--- src/rtl/bus_arbiter_pkg.sv ---
// bus_arbiter_pkg: shared definitions for the instruction/data bus arbiter.
//   state_t          - arbiter FSM state encoding
//   CHIP_ENABLE/...  - memory chip-enable levels
//   TIMEOUT_DEFAULT  - default watchdog limit in SERVE cycles
//   SEL_WORD         - byte select used for full-word instruction fetches
package bus_arbiter_pkg;

  typedef enum logic [1:0] {
    IDLE    = 2'd0,
    SERVE_D = 2'd1,
    SERVE_I = 2'd2
  } state_t;

  localparam logic       CHIP_ENABLE     = 1'b1;
  localparam logic       CHIP_DISABLE    = 1'b0;
  localparam int         TIMEOUT_DEFAULT = 255;
  localparam logic [3:0] SEL_WORD        = 4'hF;

endpackage

--- src/rtl/bus_arbiter.sv ---
// bus_arbiter: shares one single-port memory between the instruction-fetch
// port and the load/store port. Data accesses have fixed priority. Each
// transaction registers its request onto ram_*, waits for ram_ack_i and
// returns a one-cycle ack pulse; a watchdog aborts transactions that never
// complete so the pipeline cannot deadlock.
//
// Ports
//   clk, rst                 clock, synchronous active-high reset
//   if_req_i / if_addr_i     fetch request (held until if_ack_o) and address
//   if_rdata_o / if_ack_o    fetched instruction and completion pulse
//   mem_req_i, mem_we_i      load/store request (held until mem_ack_o), 1=store
//   mem_addr_i, mem_wdata_i, mem_sel_i   load/store address, data, byte select
//   mem_rdata_o / mem_ack_o  load data and completion pulse
//   flush_i                  discard the fetch currently being served
//   ram_ce_o, ram_we_o, ram_addr_o, ram_wdata_o, ram_sel_o   shared memory port
//   ram_rdata_i, ram_ack_i   memory read data and completion (same cycle)
//   stallreq_o               combinational stall request to the pipeline
//   err_o                    sticky watchdog-timeout flag
module bus_arbiter
  import bus_arbiter_pkg::*;
#(
  parameter int TIMEOUT = TIMEOUT_DEFAULT
) (
  input  logic        clk,
  input  logic        rst,
  input  logic        if_req_i,
  input  logic [31:0] if_addr_i,
  output logic [31:0] if_rdata_o,
  output logic        if_ack_o,
  input  logic        mem_req_i,
  input  logic        mem_we_i,
  input  logic [31:0] mem_addr_i,
  input  logic [31:0] mem_wdata_i,
  input  logic [3:0]  mem_sel_i,
  output logic [31:0] mem_rdata_o,
  output logic        mem_ack_o,
  input  logic        flush_i,
  output logic        ram_ce_o,
  output logic        ram_we_o,
  output logic [31:0] ram_addr_o,
  output logic [31:0] ram_wdata_o,
  output logic [3:0]  ram_sel_o,
  input  logic [31:0] ram_rdata_i,
  input  logic        ram_ack_i,
  output logic        stallreq_o,
  output logic        err_o
);

  // Abort fires at the end of the TIMEOUT-th SERVE cycle without an ack.
  localparam logic [7:0] WDOG_LAST = 8'(TIMEOUT - 1);

  state_t      state_q, state_d;
  logic [7:0]  wdog_q;
  logic        discard_q;
  logic        mem_go, if_go, wdog_expired, fetch_drop;

  // A request whose ack is on the wire this cycle has already been served;
  // masking it here keeps it from being issued twice and yields the
  // one-cycle IDLE bubble between transactions.
  assign mem_go       = mem_req_i & ~mem_ack_o;
  assign if_go        = if_req_i & ~if_ack_o;
  assign wdog_expired = (wdog_q == WDOG_LAST);
  // A flush arriving in the completing cycle still suppresses the ack.
  assign fetch_drop   = discard_q | flush_i;

  assign stallreq_o = (mem_req_i & ~mem_ack_o) | (if_req_i & ~if_ack_o & ~flush_i);

  // NOTE: sequential state uses non-blocking assignments so every register
  // samples pre-edge values regardless of statement order.
  always_ff @(posedge clk) begin
    if (rst) state_q <= IDLE;
    else     state_q <= state_d;
  end

  // NOTE: state_d gets a default before the case so no path leaves it
  // unassigned, which would infer a latch.
  always_comb begin
    state_d = state_q;
    case (state_q)
      IDLE: begin
        if (mem_go)     state_d = SERVE_D;
        else if (if_go) state_d = SERVE_I;
      end
      SERVE_D, SERVE_I: begin
        if (ram_ack_i || wdog_expired) state_d = IDLE;
      end
      default: state_d = IDLE;
    endcase
  end

  // NOTE: the reset is sampled on the clock edge, and every register in this
  // block is cleared by it, outputs included, even mid-transaction.
  always_ff @(posedge clk) begin
    if (rst) begin
      ram_ce_o    <= CHIP_DISABLE;
      ram_we_o    <= 1'b0;
      ram_addr_o  <= '0;
      ram_wdata_o <= '0;
      ram_sel_o   <= '0;
      if_rdata_o  <= '0;
      if_ack_o    <= 1'b0;
      mem_rdata_o <= '0;
      mem_ack_o   <= 1'b0;
      err_o       <= 1'b0;
      discard_q   <= 1'b0;
      wdog_q      <= '0;
    end else begin
      if_ack_o  <= 1'b0;
      mem_ack_o <= 1'b0;
      case (state_q)
        IDLE: begin
          wdog_q    <= '0;
          discard_q <= 1'b0;
          if (mem_go) begin
            ram_ce_o    <= CHIP_ENABLE;
            ram_we_o    <= mem_we_i;
            ram_addr_o  <= mem_addr_i;
            ram_wdata_o <= mem_wdata_i;
            ram_sel_o   <= mem_sel_i;
          end else if (if_go) begin
            ram_ce_o    <= CHIP_ENABLE;
            ram_we_o    <= 1'b0;
            ram_addr_o  <= if_addr_i;
            ram_wdata_o <= '0;
            ram_sel_o   <= SEL_WORD;
          end
        end
        SERVE_D: begin
          if (ram_ack_i || wdog_expired) begin
            ram_ce_o  <= CHIP_DISABLE;
            wdog_q    <= '0;
            mem_ack_o <= 1'b1;
            if (!ram_ack_i) begin
              err_o       <= 1'b1;
              mem_rdata_o <= '0;
            end else if (!ram_we_o) begin
              mem_rdata_o <= ram_rdata_i;
            end
          end else begin
            wdog_q <= wdog_q + 8'd1;
          end
        end
        SERVE_I: begin
          if (ram_ack_i || wdog_expired) begin
            ram_ce_o  <= CHIP_DISABLE;
            wdog_q    <= '0;
            discard_q <= 1'b0;
            if (!ram_ack_i) err_o <= 1'b1;
            if (!fetch_drop) begin
              if_ack_o   <= 1'b1;
              if_rdata_o <= ram_ack_i ? ram_rdata_i : '0;
            end
          end else begin
            wdog_q <= wdog_q + 8'd1;
            if (flush_i) discard_q <= 1'b1;
          end
        end
        default: ;
      endcase
    end
  end

endmodule

--- config.mk ---
export PLATFORM = sky130hd
export DESIGN_NAME = bus_arbiter
export DESIGN_NICKNAME = d
export VERILOG_FILES = /design/src/rtl/bus_arbiter_pkg.sv /design/src/rtl/bus_arbiter.sv
export SDC_FILE = /design/constraint.sdc
export NUM_CORES = 1
export LEC_CHECK = 0
export ABC_AREA = 1
export CELL_PAD_IN_SITES_DETAIL_PLACEMENT = 1
export CELL_PAD_IN_SITES_GLOBAL_PLACEMENT = 2
export CORE_MARGIN = 3
export CORE_UTILIZATION = 21
export CTS_CLUSTER_DIAMETER = 30
export CTS_CLUSTER_SIZE = 28
export DETAILED_ROUTE_END_ITERATION = 12
export GPL_ROUTABILITY_DRIVEN = 0
export GPL_TIMING_DRIVEN = 0
export PLACE_DENSITY_LB_ADDON = 0.12
export SKIP_LAST_GASP = 1
export SLEW_MARGIN = 10
export SYNTH_ARGS = -nofsm -noshare
export SYNTH_HDL_FRONTEND = slang
export SYNTH_SLANG_ARGS = --single-unit
--- constraint.sdc ---
create_clock -name clk -period 1.7 [get_ports clk]
set_input_delay 0.34 -clock clk [delete_from_list [all_inputs] [get_ports clk]]
set_output_delay 0.34 -clock clk [all_outputs]
set_load 0.01 [all_outputs]
==> flow_summary.json, run 1 <==
{
  "outcome": "finished, final reports clean",
  "synth_area_per_cell_um2": 6.80,
  "start_kind": "flip-flop",
  "grt_pass1_vias": 7268,
  "drt-met1-wl_um": 12100,
  "clock_path_buffers": 2,
  "rows": 62,
  "antenna_left": 0,
  "netlist.area_leader.share_pct": 46.8,
  "cts_hold_buf": 0,
  "setup_viol": 0,
  "ys_ff_latch": 148,
  "tightestPinTransition_ns": 0.629,
  "maxSlewHeadroom_pct": 58.1,
  "synth_cell_types": 23,
  "stdcell_area_um2": 10500,
  "drcViolationCount": 0,
  "vias": 6874,
  "coreArea_um2": 29200,
  "seqPwrFrac_pct": 38.0,
  "p_switching_uw": 3120,
  "fin_crit_ns": 1.66,
  "max_stage_delay_ns": 0.55,
  "drt_iter0_drc": 197,
  "nFillCells": 3593,
  "combPwrFrac_pct": 21.7,
  "end_kind": "output pin",
  "ff2ff_path_depth": 11,
  "synth_area_um2": 6330,
  "crit_family": "buffers and inverters",
  "irDropWorstVdd_mv": 0.561,
  "worstPathCellList": "clkdlybuf4s50_1",
  "multi_input_area_um2": 2830,
  "fin_crit_sh_pct": 97.7,
  "grt_overflow": 0,
  "via_per_inst": 4.21,
  "yosys-top-cells-area": "dfxtp_1 47%, nand2_1 17%, a21oi_1 10%, nor2_1 8.1%, inv_1 4.8%",
  "post-route-util_pct": 35.9,
  "dpl-instance-area_um2": 9560,
  "worstHoldPathCells": 4,
  "timing.fmax_ghz": 0.602,
  "yosys.area.top_type": "dfxtp_1",
  "grt_max_degree": 17,
  "met2_length_um": 12600,
  "ios": 277,
  "clock_latency_ns": 0.44,
  "drive_above_1_share_pct": 8.51,
  "antenna_found_initial": 2,
  "startpoint": "mem_rdata_o[17]",
  "cts_root_buf": "clkbuf_16",
  "start_util_pct": 21.7,
  "die_h_um": 180,
  "hold_violations": 0,
  "min_path_type": "primary input to flip-flop",
  "clkSinkCount": 148,
  "h-tree-depth": 4,
  "wl_per_cell_um": 16.5,
  "power_leakage_uw": 0.00555,
  "cts_tree": "done",
  "cp_slowest_cell": "clkdlybuf4s50_1",
  "synth_nets": 1076,
  "cts_buffers": 17,
  "area_delta_synth_final_pct": 65.7,
  "die_w_um": 180,
  "die_area_um2": 32300,
  "clkPwrFrac_pct": 40.3,
  "r2r_start": "wdog_q[0]",
  "report.final.slew_viol_count": 0,
  "highest_layer": "met4",
  "setup_tns_ns": 0,
  "criticalPathCategory": "flip-flop to output pin",
  "maxCapViolations": 0,
  "clk_pin_slew_ns": 0.07,
  "postRouteWirelength_um": 26900,
  "r2r-end": "if_rdata_o[5]",
  "yosysSeqAreaShare_pct": 46.8,
  "min_to": "err_o",
  "syn_inst": 931,
  "yosysWarnings": 0,
  "crit_arrival_ns": 1.32,
  "sw_frac_of_total_pct": 30.7,
  "dp_hpwl_um": 20400,
  "p_per_area_nw_per_um2": 967,
  "worstPathRequired_ns": 1.36,
  "met3_wirelength_um": 1770,
  "crit_fanout": 2,
  "dr.pass1.iters": 4,
  "clock_skew_ns": 0.0204,
  "pre_cts_ws_ns": -0.929,
  "setup_slack_ns": 0.0395,
  "total_power_uw": 10100,
  "internal_power_uw": 7030,
  "path_buf_inv": 1,
  "grt.total_usage_pct": 16.3,
  "grt_pass1_wl_um": 41700,
  "seq_area_um2": 2970,
  "fin_nets": 1377,
  "rrSetupSlack_ns": 0.12,
  "port_buffers": 274,
  "min_from": "ram_ack_i",
  "rsz0062_at_grt": "yes"
}
[stage by stage]
stage                     cells  hold WS (ns)
after floorplan             931         0.472
after global placement     1589         0.445
after detailed placement   1589         0.446
after CTS                  1622         0.388
after global routing       1631         0.414
final                      1631         0.391
[cells by family (layout without fill, tap and decap cells)]
kind of cell	Yosys count	in the layout	synth area share, %
XOR/XNOR	5	5	0.691
AND/OR/NAND/NOR	486	486	31.2
flip-flops	148	148	46.8
adder cells (fa/ha/maj)	6	6	1.19
AO/OA/AOI/OAI	140	140	11.1
buffers and inverters	146	460	9.07
other	0	2	0
[cell usage after synthesis]
cell	number
ha_1	6
a21oi_1	132
clkinv_1	1
nand2_2	2
nor2_1	137
inv_2	1
nor2_4	2
xor2_1	5
buf_2	21
dfxtp_1	148
nand2_4	1
o21ai_0	7
nand3_1	36
and3_1	1
or2_1	1
nand4_1	22
nand3_4	1
inv_1	81
a21boi_0	1
buf_1	4
nand2_1	280
clkbuf_1	38
nor3_1	3
[how the worst max path moves through the flow]
stage                     depth (start not counted)               to  slack (ns)
after floorplan                                   5       stallreq_o        0.23
after global placement                            6       stallreq_o       -0.92
after detailed placement                          6       stallreq_o       -0.93
after CTS                                         6       stallreq_o       -0.05
after global routing                             11    if_rdata_o[7]       -0.06
final                                             1  mem_rdata_o[17]        0.04
[area by class of cell]
class	count	share of cell area, %
Sequential cell	148	28.3
Timing Repair Buffer	282	27.7
Multi-Input combinational cell	637	26.9
Tap cell	384	4.58
Clock buffer	18	4.19
Buffer	63	3.53
Inverter	83	3.00
Clock inverter	14	1.74
Antenna cell	2	0.0477
[per-layer routing]
layer	track usage, %	vias to the layer above
met5	0	-
met4	4.33	0
met3	5.44	21
met2	27.4	160
met1	20.1	3166
li1	-	3527
[registers in the layout (all words and copies together), names as in the netlist]
name / flops
discard_q: 1
err_o: 1
if_ack_o: 1
if_rdata_o: 32
mem_ack_o: 1
mem_rdata_o: 32
ram_addr_o: 32
ram_ce_o: 1
ram_sel_o: 4
ram_wdata_o: 32
ram_we_o: 1
state_q: 2
wdog_q: 8
[cell usage in the layout (no fill, tap or decap), drive strengths merged, types with 5 or more instances in the layout]
cell	netlist	final
clkbuf	38	57
o21ai	7	7
ha	6	6
dfxtp	148	148
xor2	5	5
a21oi	132	132
nand4	22	22
dlygate4sd2	0	48
nand2	283	283
buf	25	33
nand3	37	37
nor2	139	139
dlymetal6s2s	0	60
inv	82	90
clkdlybuf4s50	0	165
[power groups by stage]
| stage | logic (µW) | registers [µW] | clock network, µW |
|---|---|---|---|
| after floorplan | 882 | 4040 | 0 |
| after global placement | 2210 | 3930 | 0 |
| after detailed placement | 2220 | 3940 | 0 |
| after CTS | 2200 | 3860 | 4240 |
| after global routing | 2450 | 3890 | 4370 |
| final | 2200 | 3850 | 4090 |
[what timing repair did]
item / CTS / global route
gates resized for setup: 78 / 123
endpoints found under the setup margin: 154 / 199
gates cloned: 0 / 0
pin swaps: 0 / 2
setup buffers: 1 / 7
Note: power is estimated with default switching activity, not from simulation.
==> run 2: changes to the inputs <==
--- a/config.mk
+++ b/config.mk
@@ -6,9 +6,9 @@
 export NUM_CORES = 1
 export LEC_CHECK = 0
 export ABC_AREA = 1
+export ABC_CLOCK_PERIOD_IN_PS = 1700
 export CELL_PAD_IN_SITES_DETAIL_PLACEMENT = 1
 export CELL_PAD_IN_SITES_GLOBAL_PLACEMENT = 2
-export CORE_MARGIN = 3
 export CORE_UTILIZATION = 21
 export CTS_CLUSTER_DIAMETER = 30
 export CTS_CLUSTER_SIZE = 28
==> flow_summary.json, run 2 (synthesized netlist as in run 1, its figures left out) <==
{
  "die_w_um": 176,
  "port_buffers": 274,
  "crit_fanout": 2,
  "wl_per_cell_um": 16.1,
  "maxCapViolations": 0,
  "pre_cts_ws_ns": -0.895,
  "setup_tns_ns": 0,
  "grt_pass1_vias": 7071,
  "total_power_uw": 9880,
  "start_util_pct": 21.4,
  "cp_slowest_cell": "clkdlybuf4s50_1",
  "die_h_um": 176,
  "maxSlewHeadroom_pct": 57.2,
  "postRouteWirelength_um": 26400,
  "layout_commonest_cell": "nand2_1",
  "vias": 6948,
  "grt_max_degree": 17,
  "drive_above_1_share_pct": 9.13,
  "path_buf_inv": 1,
  "criticalPathCategory": "flip-flop to output pin",
  "h-tree-depth": 4,
  "dp_hpwl_um": 19800,
  "cts_tree": "done",
  "crit_arrival_ns": 1.33,
  "rows": 63,
  "clock_latency_ns": 0.43,
  "holdWs_ns": 0.371,
  "p_per_area_nw_per_um2": 941,
  "clock_path_buffers": 2,
  "hold_violations": 0,
  "outcome": "finished, final reports clean",
  "cts_buffers": 17,
  "crit_family": "buffers and inverters",
  "fin_crit_ns": 1.67,
  "fin_nets": 1380,
  "cts_hold_buf": 0,
  "irDropWorstVdd_mv": 0.531,
  "die_area_um2": 30900,
  "fin_crit_sh_pct": 97.9,
  "nFillCells": 3676,
  "antenna_found_initial": 3,
  "layout_common_cells": "274 x nand2_1, 190 x clkdlybuf4s50_1, 142 x dfxtp_1",
  "via_per_inst": 4.24,
  "area_delta_synth_final_pct": 65.8,
  "max_stage_delay_ns": 0.54,
  "setup_viol": 0,
  "clock_skew_ns": 0.0129,
  "clkSinkCount": 148,
  "grt_pass1_wl_um": 40300,
  "timing.fmax_ghz": 0.601,
  "report.final.slew_viol_count": 0,
  "setup_slack_ns": 0.0349,
  "grt.total_usage_pct": 17.1,
  "worstPathCellList": "clkdlybuf4s50_1",
  "tightestPinTransition_ns": 0.642,
  "coreArea_um2": 29600,
  "cts_root_buf": "clkbuf_16",
  "dr.pass1.iters": 4,
  "worstPathRequired_ns": 1.36,
  "grt_overflow": 0,
  "clk_pin_slew_ns": 0.07,
  "ios": 277,
  "drt_iter0_drc": 188,
  "min_path_type": "primary input to flip-flop",
  "end_kind": "output pin",
  "start_kind": "flip-flop",
  "drcViolationCount": 0,
  "antenna_left": 0,
  "power_leakage_uw": 0.00535
}
## run 2: path summary, 6_finish.rpt
check	cells after the start	end	slack, ns	startpoint
setup / recovery	1	mem_rdata_o[12]	0.03	mem_rdata_o[12]
setup reg to reg	7	ram_ce_o	0.11	state_q[0]
hold reg to reg	2	ram_wdata_o[23]	0.46	ram_wdata_o[23]
hold / removal	4	err_o	0.37	ram_ack_i
## run 2: layout make-up
| cell class | instances | area, µm² | area share, % |
|---|---|---|---|
| clock inverters | 14 | 145 | 1.38 |
| clock buffers | 18 | 429 | 4.09 |
| flip-flops and latches | 148 | 2970 | 28.3 |
| plain buffers | 63 | 372 | 3.54 |
| well taps | 390 | 488 | 4.65 |
| multi-input cells | 637 | 2830 | 26.9 |
| repair buffers | 285 | 2950 | 28.1 |
| diodes | 1 | 2.50 | 0.0238 |
| inverters | 83 | 315 | 3.00 |
## run 2: through the flow
stage,utilization [%],std cells,area (µm²)
2_1_floorplan,-,931,6330
3_3_place_gp,32.3,1595,9560
3_5_place_dp,32.3,1595,9560
4_1_cts,34.3,1628,10200
5_1_grt,35.4,1639,10500
6_report,35.4,1639,10500
## run 2: what timing repair did
item,CTS,global route
endpoints found under the hold margin,0,0
cloned,0,1
gates resized for setup,56,123
pin swaps,1,4
setup buffers,1,9
endpoints found under the setup margin,122,183
## run 2: routing by layer
metal  vias to the layer above  share of wire (%)  track usage [%]
met5                         -              0.042                0
met4                         2                1.4             4.57
met3                        21                6.2             5.67
met2                       138                 48             29.3
met1                      3250                 45             20.4
li1                       3537                  -                -
## run 2: power breakdown
group	internal, µW	switching (µW)	total (µW)
clock network	2070	1740	3810
registers	3720	133	3860
logic	1030	1180	2210
## run 2: worst reg2reg max path, cell delays in order, from the launching register on
cell and delay (ns):
dfxtp_1 0.38, inv_1 0.08, ha_2 0.22, nand2_4 0.16, buf_6 0.18, clkinvlp_4 0.20
a21oi_1 0.20, nor2_1 0.06
